`src/rtl/mem_port_arbiter.sv`:
```
// Two-requester arbiter in front of a simple-dual-port RAM (Mem16/32/64 family).
// Write and read channels are arbitrated independently, round-robin, and read
// data is routed back to its requester using a tag pipeline that matches the
// RAM read latency.
// Optional feature macro: MEM_ARB_RAW_STALL_EN holds back a read whose address
// matches the write granted in the same cycle, so that the read returns post-write data.
module mem_port_arbiter #(
  parameter int DATA_W     = 16,
  parameter int ADDR_W     = 9,
  parameter int RD_LATENCY = 2
) (
  input  logic              clock,
  input  logic              reset,
  input  logic              wr_valid_a,
  input  logic              wr_valid_b,
  output logic              wr_ready_a,
  output logic              wr_ready_b,
  input  logic [ADDR_W-1:0] wr_addr_a,
  input  logic [ADDR_W-1:0] wr_addr_b,
  input  logic [DATA_W-1:0] wr_data_a,
  input  logic [DATA_W-1:0] wr_data_b,
  input  logic              rd_valid_a,
  input  logic              rd_valid_b,
  output logic              rd_ready_a,
  output logic              rd_ready_b,
  input  logic [ADDR_W-1:0] rd_addr_a,
  input  logic [ADDR_W-1:0] rd_addr_b,
  output logic [DATA_W-1:0] rdata_a,
  output logic [DATA_W-1:0] rdata_b,
  output logic              rvalid_a,
  output logic              rvalid_b,
  output logic [DATA_W-1:0] mem_data,
  output logic [ADDR_W-1:0] mem_wraddress,
  output logic              mem_wren,
  output logic [ADDR_W-1:0] mem_rdaddress,
  input  logic [DATA_W-1:0] mem_q
);

  // Round-robin state: 1 means B won the last grant on that channel, so A wins a tie.
  logic wr_last_b;
  logic rd_last_b;

  logic wr_gnt_a, wr_gnt_b;
  logic rd_gnt_a, rd_gnt_b;
  logic rd_elig_a, rd_elig_b;
`ifdef MEM_ARB_RAW_STALL_EN
  logic [ADDR_W-1:0] wr_addr_win;
  logic              wr_any;
`endif

  // Tag pipeline: stage k holds the read accepted k+1 edges ago; id 1 = requester B.
  logic [RD_LATENCY:0] tag_vld_p;
  logic [RD_LATENCY:0] tag_id_p;

  // Grant decode: combinational in the valids and the round-robin pointers.
  always_comb begin
    wr_gnt_a = !reset && wr_valid_a && (!wr_valid_b || wr_last_b);
    wr_gnt_b = !reset && wr_valid_b && (!wr_valid_a || !wr_last_b);
`ifdef MEM_ARB_RAW_STALL_EN
    wr_any      = wr_gnt_a || wr_gnt_b;
    wr_addr_win = wr_gnt_b ? wr_addr_b : wr_addr_a;
    rd_elig_a   = rd_valid_a && !(wr_any && (rd_addr_a == wr_addr_win));
    rd_elig_b   = rd_valid_b && !(wr_any && (rd_addr_b == wr_addr_win));
`else
    rd_elig_a   = rd_valid_a;
    rd_elig_b   = rd_valid_b;
`endif
    rd_gnt_a = !reset && rd_elig_a && (!rd_elig_b || rd_last_b);
    rd_gnt_b = !reset && rd_elig_b && (!rd_elig_a || !rd_last_b);
    wr_ready_a = wr_gnt_a;
    wr_ready_b = wr_gnt_b;
    rd_ready_a = rd_gnt_a;
    rd_ready_b = rd_gnt_b;
  end

  // Pointer update: only a grant moves a pointer; idle cycles and stalls leave it alone.
  always_ff @(posedge clock) begin
    if (reset) begin
      wr_last_b <= 1'b1;
      rd_last_b <= 1'b1;
    end else begin
      if (wr_gnt_a || wr_gnt_b) wr_last_b <= wr_gnt_b;
      if (rd_gnt_a || rd_gnt_b) rd_last_b <= rd_gnt_b;
    end
  end

  // Stage p0: register the winning write toward the RAM; data/address hold when idle.
  always_ff @(posedge clock) begin
    if (reset) begin
      mem_wren      <= 1'b0;
      mem_data      <= '0;
      mem_wraddress <= '0;
    end else begin
      mem_wren <= wr_gnt_a || wr_gnt_b;
      if (wr_gnt_a) begin
        mem_data      <= wr_data_a;
        mem_wraddress <= wr_addr_a;
      end else if (wr_gnt_b) begin
        mem_data      <= wr_data_b;
        mem_wraddress <= wr_addr_b;
      end
    end
  end

  // Stage p0: register the winning read address; it holds until the next read grant.
  always_ff @(posedge clock) begin
    if (reset) begin
      mem_rdaddress <= '0;
    end else if (rd_gnt_a) begin
      mem_rdaddress <= rd_addr_a;
    end else if (rd_gnt_b) begin
      mem_rdaddress <= rd_addr_b;
    end
  end

  // Tag shift register tracking in-flight reads; reset drops everything in flight.
  always_ff @(posedge clock) begin
    if (reset) begin
      tag_vld_p <= '0;
      tag_id_p  <= '0;
    end else begin
      tag_vld_p <= {tag_vld_p[RD_LATENCY-1:0], rd_gnt_a || rd_gnt_b};
      tag_id_p  <= {tag_id_p[RD_LATENCY-1:0], rd_gnt_b};
    end
  end

  // Return stage: capture RAM output for the tagged requester and strobe its rvalid.
  always_ff @(posedge clock) begin
    if (reset) begin
      rvalid_a <= 1'b0;
      rvalid_b <= 1'b0;
      rdata_a  <= '0;
      rdata_b  <= '0;
    end else begin
      rvalid_a <= tag_vld_p[RD_LATENCY] && !tag_id_p[RD_LATENCY];
      rvalid_b <= tag_vld_p[RD_LATENCY] &&  tag_id_p[RD_LATENCY];
      if (tag_vld_p[RD_LATENCY] && !tag_id_p[RD_LATENCY]) rdata_a <= mem_q;
      if (tag_vld_p[RD_LATENCY] &&  tag_id_p[RD_LATENCY]) rdata_b <= mem_q;
    end
  end

endmodule

```
`config.mk`:
```
export PLATFORM = sky130hd
export DESIGN_NAME = mem_port_arbiter
export DESIGN_NICKNAME = d
export VERILOG_FILES = /design/src/rtl/mem_port_arbiter.sv
export SDC_FILE = /design/constraint.sdc
export NUM_CORES = 1
export LEC_CHECK = 0
export ABC_AREA = 1
export BUFFER_PORTS_ARGS = -buffer_cell sky130_fd_sc_hd__buf_2
export CORE_ASPECT_RATIO = 1.25
export CORE_MARGIN = 1.5
export CORE_UTILIZATION = 41
export CTS_CLUSTER_SIZE = 8
export DETAILED_ROUTE_END_ITERATION = 8
export PLACE_DENSITY = 0.74
export SETUP_SLACK_MARGIN = 0.2
export SLEW_MARGIN = 15
export SYNTH_ARGS = -nofsm -noshare
export SYNTH_HDL_FRONTEND = slang
export SYNTH_SLANG_ARGS = --single-unit
```
`constraint.sdc`:
```
create_clock -name clock -period 1.3 [get_ports clock]
set_clock_uncertainty 0.15 [all_clocks]
set_input_delay 0.065 -clock clock [delete_from_list [all_inputs] [get_ports clock]]
set_output_delay 0.065 -clock clock [all_outputs]
set_load 0.005 [all_outputs]
```
==> results of run 1 <==
area by class of cell:
| type | instances | area share, % |
|---|---|---|
| diodes | 2 | 0.0805 |
| clock buffers | 10 | 2.05 |
| clock inverters | 6 | 1.15 |
| inverters | 36 | 2.57 |
| multi-input cells | 339 | 31.8 |
| flip-flops and latches | 77 | 24.9 |
| well taps | 95 | 1.91 |
| repair buffers | 290 | 35.0 |
| repair inverters | 2 | 0.443 |
cell usage in the layout (no fill, tap or decap), drive strengths merged:
master / netlist / final
dfxtp: 77 / 77
a21oi: 9 / 9
diode: 0 / 2
inv: 35 / 38
o211ai: 2 / 2
clkinv: 1 / 3
nor2: 123 / 123
o21ai: 33 / 33
nand3: 44 / 44
clkbuf: 9 / 13
buf: 17 / 198
a211oi: 2 / 2
bufinv: 0 / 1
nand3b: 25 / 25
dlygate4sd3: 0 / 89
nand2: 100 / 101
clkinvlp: 0 / 2
state kept, by name (all words and copies together) (netlist names):
name	flops
mem_data	16
rdata_a	16
rdata_b	16
mem_rdaddress	9
mem_wraddress	9
tag_id_p	3
tag_vld_p	3
mem_wren	1
rd_last_b	1
rvalid_a	1
rvalid_b	1
wr_last_b	1
Yosys cell counts:
cell        n  area [um2]
o21ai_2     1        8.76
buf_2      13        65.1
clkbuf_1    9        33.8
o21ai_0    32         160
o211ai_1    2        15.0
nor2_1    120         450
nand2_2     3        18.8
nor2_2      2        12.5
nor2_8      1        20.0
a21oi_1     9        45.0
nand2_1    96         360
inv_1      32         120
nand3_2     1        10.0
clkinv_1    1        3.75
buf_1       1        3.75
nand2_4     1        11.3
nand3b_1   25         188
nand3_1    43         215
inv_2       3        11.3
dfxtp_1    77        1540
buf_6       3        33.8
a211oi_1    2        15.0
layer usage:
layer	up-vias	global-route usage [%]
met1	2025	28.9
met3	97	6.19
met5	-	0
met2	259	52.6
met4	0	18.6
li1	2077	-
critical path: cells and delay by family (launching register included):
family / cells / cell delay (ns)
simple gates: 5 / 0.54
flops: 1 / 0.35
buf+inv: 3 / 0.34
worst min-delay path by stage:
stage / start / to / slack (ns)
2_1_floorplan: rd_valid_a / tag_id_p[0] / 0.01
3_3_place_gp: wr_valid_a / wr_last_b / 0.16
3_5_place_dp: mem_q[5] / rdata_a[5] / 0.16
4_1_cts: rd_valid_b / rd_last_b / 0.0007
5_1_grt: reset / rd_last_b / 0.03
6_report: reset / rd_last_b / 0.01
metrics by stage:
stage	setup slack, ns	instances	hold slack [ns]	TNS, ns
final	-0.154	857	0.0140	-1.11
after global routing	-0.298	857	0.0295	-2.67
after CTS	-0.0443	848	0.000688	-0.177
after detailed placement	0.0537	726	0.164	0
after global placement	0.0937	726	0.157	0
after floorplan	0.119	477	0.0119	0
power by group:
group / leakage (nW) / internal [mW] / switching [mW]
Sequential: 0.633 / 2.50 / 0.0759
Clock: 0.0935 / 0.905 / 0.951
Combinational: 2.39 / 0.716 / 0.708
kinds of logic after synthesis:
kind of cell	Yosys count
compound gates	46
buf+inv	62
flops	77
simple gates	292
repair_timing:
item                                   in CTS  in global routing
endpoints found under the hold margin      70                  0
setup buffers                              14                  2
hold buffers                               89                  0
pin swaps                                  17                 32
setup endpoints to repair                  70                 72
gates resized for setup                    98                 74
cloned                                      3                  5
==> results.json, run 1 <==
{
  "crit_arrival_ns": 1.58,
  "cts_root_buf": "clkbuf_8",
  "dr.pass1.iters": 5,
  "worstReg2RegStart": "wr_last_b",
  "r2r_setup_slack_ns": -0.15,
  "row_count": 36,
  "via_per_inst": 5.20,
  "fillers": 474,
  "ys_ff_latch": 77,
  "fin_crit_sh_pct": 112,
  "grt_pass1_wl_mm": 20.4,
  "topRoutingLayerUsed": "met4",
  "hold_depth": 3,
  "outcome": "finished, violations left",
  "timing.final.ws_setup_ns": -0.154,
  "worst_pin_slew_ns": 0.331,
  "synth_top_family_by_area": "simple AND/OR/NAND/NOR gates",
  "avgSynthCellArea_um2": 7.01,
  "slew_headroom_pct": 77.9,
  "fp.coreArea_um2": 7840,
  "synth_xor_area_share_pct": 0,
  "pwr_density_cell_nw_per_um2": 941,
  "track_usage_pct": 28.7,
  "portBuffers": 162,
  "insertion_delay_ns": 0.35,
  "die_h_um": 104,
  "cts.sinks": 77,
  "drt_wl_total_mm": 14.4,
  "p_total_mw": 5.85,
  "ys_seq_area_share_pct": 46.1,
  "fin_util_pct": 79.4,
  "htree_levels": 3,
  "clk_pin_slew_ns": 0.09,
  "grt_pass1_vias": 4509,
  "synth_warnings": 0,
  "wire_per_inst_um": 16.8,
  "leakage_nw": 3.12,
  "setup_violations": 27,
  "hpwl_mm": 6.62,
  "maxCapViolations": 0,
  "failed_checks": "negative setup slack",
  "reg2regPathDepth": 8,
  "hp-class": "in2reg",
  "grt_max_degree": 33,
  "timing.rr.end": "mem_wraddress[7]",
  "area_growth_pct": 86.0,
  "design_area_um2": 6220,
  "cts_tree": "done",
  "drt_iter0_markers": 176,
  "wl_met3_um": 862,
  "startpoint": "wr_last_b",
  "clk_path_buf_depth": 2,
  "syn_inst": 477,
  "cp-start-kind": "flop",
  "nets": 845,
  "drc": 0,
  "wl_met1_mm": 5.05,
  "synth-compound-area-share_pct": 7.30,
  "syn_nets": 567,
  "placed_area_um2": 4320,
  "hold_viol_final": 0,
  "maxSlewViolCount": 0,
  "grt-ovfl-total": 0,
  "gp_congestion": 0.916,
  "cp_slowest_cell": "dfxtp_2",
  "crit_required_ns": 1.43,
  "clock.fmax_mhz": 688,
  "met2_length_mm": 7.38,
  "antenna_left": 0,
  "synth_area_um2": 3340,
  "io_pins": 163,
  "start_util_pct": 42.7,
  "crit_path_end": "mem_wraddress[7]",
  "vias": 4458,
  "crit_chain": "inv_2 > nand2_4 > nand2_8 > buf_6 > clkbuf_16 > nand3b_1 > nand2_1 > nor2_1",
  "dieArea_um2": 8710,
  "end_kind": "flop",
  "synthMuxAreaShare_pct": 0,
  "worstPathMaxFanout": 7,
  "die_w_um": 83.8,
  "antenna_found_initial": 2,
  "drive_above_1_share_pct": 43.0,
  "regArea_um2": 1550,
  "critPathKind": "reg2reg",
  "min_period_ns": 1.45,
  "numCtsBuffers": 9,
  "multi_input_area_um2": 1980,
  "yosys.area_share.simple_pct": 38.5,
  "synth-adder-area-share_pct": 0,
  "synth_cell_types": 22,
  "vdd_ir_drop_max_mv": 0.844,
  "slowest_delay_ns": 0.35,
  "rsz0062_at_grt": "yes"
}
No activity file was read; power rests on OpenSTA's default activity.
==> inputs of run 2 (changes only) <==
--- a/config.mk
+++ b/config.mk
@@ -7,9 +7,11 @@
 export LEC_CHECK = 0
 export ABC_AREA = 1
 export BUFFER_PORTS_ARGS = -buffer_cell sky130_fd_sc_hd__buf_2
+export CELL_PAD_IN_SITES_DETAIL_PLACEMENT = 1
+export CELL_PAD_IN_SITES_GLOBAL_PLACEMENT = 2
 export CORE_ASPECT_RATIO = 1.25
 export CORE_MARGIN = 1.5
-export CORE_UTILIZATION = 41
+export CORE_UTILIZATION = 21
 export CTS_CLUSTER_SIZE = 8
 export DETAILED_ROUTE_END_ITERATION = 8
 export PLACE_DENSITY = 0.74
==> run 2 against run 1 <==
The run still ends with negative setup slack left. First-iteration DRC count is 44% lower. Global-route usage is 11 points lower. Power is 17% higher. Clock power is 48% higher. Via count is 3.6% lower. Sequential power hardly changed. Count of clock-buffer cells in the layout is 1 lower.
==> results.json, run 2 (synthesized netlist as in run 1, its figures left out) <==
{
  "drt_iter0_markers": 98,
  "drt_wl_total_mm": 15.2,
  "grt_max_degree": 37,
  "drive_above_1_share_pct": 45.5,
  "gp_congestion": 0.771,
  "drc": 0,
  "cp-start-kind": "flop",
  "setup_violations": 27,
  "start_util_pct": 21.5,
  "cts.sinks": 77,
  "seq_power_share_pct": 37.6,
  "comb_power_share_pct": 22.1,
  "grt_pass1_vias": 4545,
  "swShare_pct": 27.2,
  "via_per_inst": 4.36,
  "min_period_ns": 1.46,
  "clk_path_buf_depth": 2,
  "crit_required_ns": 1.37,
  "most-common-layout-cells": "buf_2 (160), nor2_1 (103), dlygate4sd3_1 (88), dfxtp_1 (73), nand2_1 (63)",
  "rsz0062_at_grt": "yes",
  "p_int_mw": 4.98,
  "io_pins": 163,
  "area_growth_pct": 98.7,
  "fp.coreArea_um2": 15600,
  "maxCapViolations": 0,
  "dieArea_um2": 16700,
  "grt_pass1_wl_mm": 22.4,
  "top_usage_layer": "met2",
  "hold_viol_final": 0,
  "die_w_um": 116,
  "layout_commonest_cell": "buf_2",
  "worst_pin_slew_ns": 0.540,
  "clock.fmax_mhz": 684,
  "end_kind": "flop",
  "die_h_um": 144,
  "numCtsBuffers": 9,
  "slew_headroom_pct": 64.0,
  "clockPowerShare_pct": 40.3,
  "top_regs": "mem_data x16, rdata_a x16, rdata_b x16",
  "timing.final.ws_setup_ns": -0.162,
  "failed_checks": "negative setup slack",
  "nets": 858,
  "cts_tree": "done",
  "hp-class": "in2reg",
  "clk_pin_slew_ns": 0.06,
  "wire_per_inst_um": 15.4,
  "fin_cells": 986,
  "fin_crit_sh_pct": 112,
  "antenna_left": 0,
  "grt-ovfl-total": 0,
  "row_count": 51,
  "cts_root_buf": "clkbuf_16",
  "insertion_delay_ns": 0.34,
  "antenna_found_initial": 0,
  "fin_setup_tns_ns": -1.63,
  "dr.pass1.iters": 4,
  "whs_ns": 0.00910,
  "vias": 4296,
  "outcome": "finished, violations left",
  "htree_levels": 3,
  "use_met2_pct": 31.9,
  "leakage_nw": 3.26,
  "track_usage_pct": 17.5,
  "portBuffers": 162,
  "crit_arrival_ns": 1.54,
  "p_switching_mw": 1.86,
  "use_met3_pct": 3.56,
  "vdd_ir_drop_max_mv": 0.509,
  "hpwl_mm": 8.77,
  "dp.cells": 847,
  "critPathKind": "reg2reg",
  "maxSlewViolCount": 0,
  "worstPathMaxFanout": 6,
  "grtUsageMet1_pct": 18.7,
  "fin_util_pct": 42.7,
  "dp_slack_ns": -0.00526,
  "pwr_density_cell_nw_per_um2": 1030
}
==> run 2: cell count changes in the layout (fill, tap and decap cells not counted), moves of 4 or more <==
cell       delta
clkbuf_16     +9
nand2_1       +7
nor2_2       +11
nand2_4       -5
buf_4         +4
nor2_4       -14
clkinv_4      +4
o21ai_2      +18
clkbuf_8      -9
o21ai_0      -17
==> run 2: timing repair <==
action | CTS | global route
buffers inserted | 17 | 6
resized for setup | 108 | 86
hold buffers | 88 | 0
pin swaps | 25 | 46
hold endpoints to repair | 70 | 0
endpoints found under the setup margin | 70 | 71
gates cloned | 8 | 3
==> run 2: worst paths after layout <==
kind / slack, ns / to / cells after the start / startpoint
worst max-delay path: -0.16 / mem_wraddress[4] / 9 / wr_last_b
worst min-delay path: 0.009 / mem_wren / 4 / wr_valid_b
worst max register to register: -0.16 / mem_wraddress[4] / 9 / wr_last_b
worst min register to register: 0.25 / tag_id_p[2] / 2 / tag_id_p[1]
==> run 2: critical path, stage by stage, from the launching register on <==
cell and delay, ns:
dfxtp_2 0.34, inv_2 0.05, nand2_4 0.10, nand2_8 0.08
buf_6 0.15, clkbuf_16 0.15, nand2_1 0.05, nand2_1 0.05
nor2_1 0.15, nor2_1 0.07
==> run 2: area by class of cell <==
type,count,area (um2)
diodes,1,2.50
clock buffers,9,225
clock inverters,7,98.8
fillers,1949,8930
inverters,36,163
multi-input cells,338,1930
flip-flops and latches,77,1550
well taps,212,265
repair buffers,304,2390
repair inverters,2,17.5
==> run 2: stage by stage <==
step / power (mW) / instance area [um2]
after floorplan: 3.11 / 3390
after global placement: 3.54 / 4510
after detailed placement: 3.57 / 4510
after CTS: 6.75 / 6250
after global routing: 7.16 / 6640
final: 6.84 / 6640
==> run 2: metal layers <==
layer	up-vias	part of all wire, %
met4	0	4.2
met3	47	3.9
met2	126	53
li1	2096	-
met1	2027	39
met5	-	0
==> run 2: power groups by stage <==
| stage | clock, mW | combinational [mW] | sequential [mW] |
|---|---|---|---|
| finish | 2.76 | 1.51 | 2.57 |
| global route | 2.92 | 1.65 | 2.59 |
| CTS | 2.82 | 1.36 | 2.57 |
| detailed placement | 0 | 0.952 | 2.62 |
| global placement | 0 | 0.927 | 2.61 |
| floorplan | 0 | 0.486 | 2.62 |
==> inputs of run 3 (changes only) <==
--- a/config.mk
+++ b/config.mk
@@ -11,10 +11,10 @@
 export CELL_PAD_IN_SITES_GLOBAL_PLACEMENT = 2
 export CORE_ASPECT_RATIO = 1.25
 export CORE_MARGIN = 1.5
-export CORE_UTILIZATION = 21
+export CORE_UTILIZATION = 23
 export CTS_CLUSTER_SIZE = 8
 export DETAILED_ROUTE_END_ITERATION = 8
-export PLACE_DENSITY = 0.74
+export PLACE_DENSITY = 0.77
 export SETUP_SLACK_MARGIN = 0.2
 export SLEW_MARGIN = 15
 export SYNTH_ARGS = -nofsm -noshare
==> constraint.sdc (replaced) <==
create_clock -name clock -period 1.5 [get_ports clock]
set_clock_uncertainty 0.15 [all_clocks]
set_input_delay 0.075 -clock clock [delete_from_list [all_inputs] [get_ports clock]]
set_output_delay 0.075 -clock clock [all_outputs]
set_load 0.005 [all_outputs]
==> run 3 against run 2 <==
Sequential power down 13%. Power down 15%. Clock power down 13%. The flow now finishes without violations. Critical endpoint is now mem_wraddress[5]. Core utilization up 0.32 points. Largest cell class unchanged.
==> results.json, run 3 (synthesized netlist as in run 1, its figures left out) <==
{
  "outcome": "completed",
  "clk_path_buf_depth": 2,
  "cp-start-kind": "flop",
  "track_usage_pct": 17.6,
  "layout_commonest_cell": "buf_2",
  "clock.fmax_mhz": 708,
  "crit_required_ns": 1.58,
  "swShare_pct": 25.4,
  "start_util_pct": 23.4,
  "p_total_mw": 5.82,
  "maxSlewViolCount": 0,
  "via_per_inst": 4.48,
  "nets": 835,
  "cts.sinks": 77,
  "seq_power_share_pct": 38.3,
  "wire_per_inst_um": 15.8,
  "rsz0062_at_grt": "yes",
  "grt_pass1_wl_mm": 21.1,
  "antenna_left": 0,
  "crit_chain": "inv_2 > nand2_4 > buf_6 > clkbuf_16 > nand3_1 > nand2_2 > nor2_2 > nor2_1",
  "grt_max_degree": 34,
  "critPathTopFamily": "simple AND/OR/NAND/NOR gates",
  "vdd_ir_drop_max_mv": 0.475,
  "drt_wl_total_mm": 14.6,
  "worstPathMaxFanout": 7,
  "hold_viol_final": 0,
  "setup_violations": 0,
  "io_pins": 163,
  "dieArea_um2": 15300,
  "fin_crit_sh_pct": 94.2,
  "die_h_um": 138,
  "fp.coreArea_um2": 14300,
  "htree_levels": 3,
  "drive_above_1_share_pct": 34.9,
  "comb_power_share_pct": 20.4,
  "critPathKind": "reg2reg",
  "cts_root_buf": "clkbuf_16",
  "drc": 0,
  "slowest_delay_ns": 0.33,
  "row_count": 49,
  "num_antenna_cells": 0,
  "crit_cells": 8,
  "crit_arrival_ns": 1.49,
  "reg2regPathDepth": 8,
  "clk_pin_slew_ns": 0.06,
  "portBuffers": 162,
  "p_int_mw": 4.34,
  "grt-ovfl-total": 0,
  "die_w_um": 111,
  "p_switching_mw": 1.48,
  "cts_tree": "done",
  "end_kind": "flop",
  "grt_pass1_vias": 4383,
  "insertion_delay_ns": 0.33,
  "hold_depth": 3,
  "numCtsBuffers": 9,
  "antenna_found_initial": 0,
  "pwr_density_cell_nw_per_um2": 947,
  "gp_congestion": 0.744,
  "leakage_nw": 3.12,
  "fin_setup_tns_ns": 0,
  "min_period_ns": 1.41,
  "drt_iter0_markers": 161,
  "path_buf_inv": 3,
  "hp-class": "in2reg",
  "top_regs": "mem_data x16, rdata_a x16, rdata_b x16",
  "clockPowerShare_pct": 41.3,
  "slew_headroom_pct": 77.4,
  "vias": 4153,
  "cp_slowest_cell": "dfxtp_2",
  "most-common-layout-cells": "buf_2 (160), nor2_1 (114), dlygate4sd3_1 (87), dfxtp_1 (75), nand2_1 (73)",
  "hpwl_mm": 8.70,
  "area_growth_pct": 83.7,
  "maxCapViolations": 0,
  "worst_pin_slew_ns": 0.338,
  "dr.pass1.iters": 4
}
-- run 3: cell count changes in the layout (fill, tap and decap cells not counted), moves of 7 or more --
| cell | delta |
|---|---|
| nand3_2 | -10 |
| o21ai_2 | -29 |
| o21ai_0 | +32 |
| buf_6 | -13 |
| nand2_2 | -10 |
| nand3_1 | +10 |
| nor2_2 | -7 |
| nor2_1 | +11 |
| nand2_1 | +10 |
-- run 3: layout make-up --
class                           instances  area, um2
Multi-Input combinational cell        338       1700
Sequential cell                        77       1540
Timing Repair Buffer                  283       2200
Inverter                               36        149
Fill cell                            1737       8140
Tap cell                              178        223
Clock inverter                          3       67.6
Clock buffer                           13        260
-- run 3: timing repair --
item,4_1_cts,5_1_grt
pin swaps,8,26
setup buffers,5,4
hold endpoints to repair,70,0
gates resized for setup,27,47
cloned,3,5
endpoints found under the setup margin,38,59
hold buffers,87,0
-- run 3: routing by layer --
layer / GRT usage [%] / vias up / wire (um)
met4: 10.3 / 0 / 739
li1: - / 2040 / -
met1: 17.5 / 1907 / 5420
met5: 0 / - / 0
met2: 33.8 / 155 / 7830
met3: 3.92 / 51 / 645
-- run 3: power groups by stage --
| stage | Sequential [mW] | Combinational, mW | Clock (mW) |
|---|---|---|---|
| finish | 2.23 | 1.19 | 2.40 |
| global route | 2.24 | 1.29 | 2.57 |
| CTS | 2.23 | 1.06 | 2.45 |
| detailed placement | 2.27 | 0.798 | 0 |
| global placement | 2.27 | 0.779 | 0 |
| floorplan | 2.27 | 0.408 | 0 |
-- run 3: worst register-to-register path, cell delays in order, from the launching register on --
cell and delay (ns):
dfxtp_2 0.33, inv_2 0.08, nand2_4 0.08, buf_6 0.15, clkbuf_16 0.16, nand3_1 0.13
nand2_2 0.08, nor2_2 0.11, nor2_1 0.04
-- run 3: final timing paths --
kind / startpoint / slack (ns) / end
worst max-delay path: wr_last_b / 0.09 / mem_wraddress[5]
worst min-delay path: wr_valid_b / 0.01 / mem_wren
worst max register to register: wr_last_b / 0.09 / mem_wraddress[5]
worst min register to register: tag_vld_p[1] / 0.25 / tag_vld_p[2]
-- run 3: metrics by stage --
stage / hold WS [ns] / area [um2] / setup WS (ns) / cells / utilization (%)
global placement: 0.172 / 4390 / 0.116 / 808 / 30.8
detailed placement: 0.176 / 4390 / 0.102 / 808 / 30.8
floorplan: 0.0219 / 3340 / 0.202 / 477 / -
CTS: -0.00630 / 5820 / 0.0987 / 919 / 40.7
global route: 0.0131 / 6140 / 0.0317 / 928 / 43.0
finish: 0.0126 / 6140 / 0.0869 / 928 / 43.0
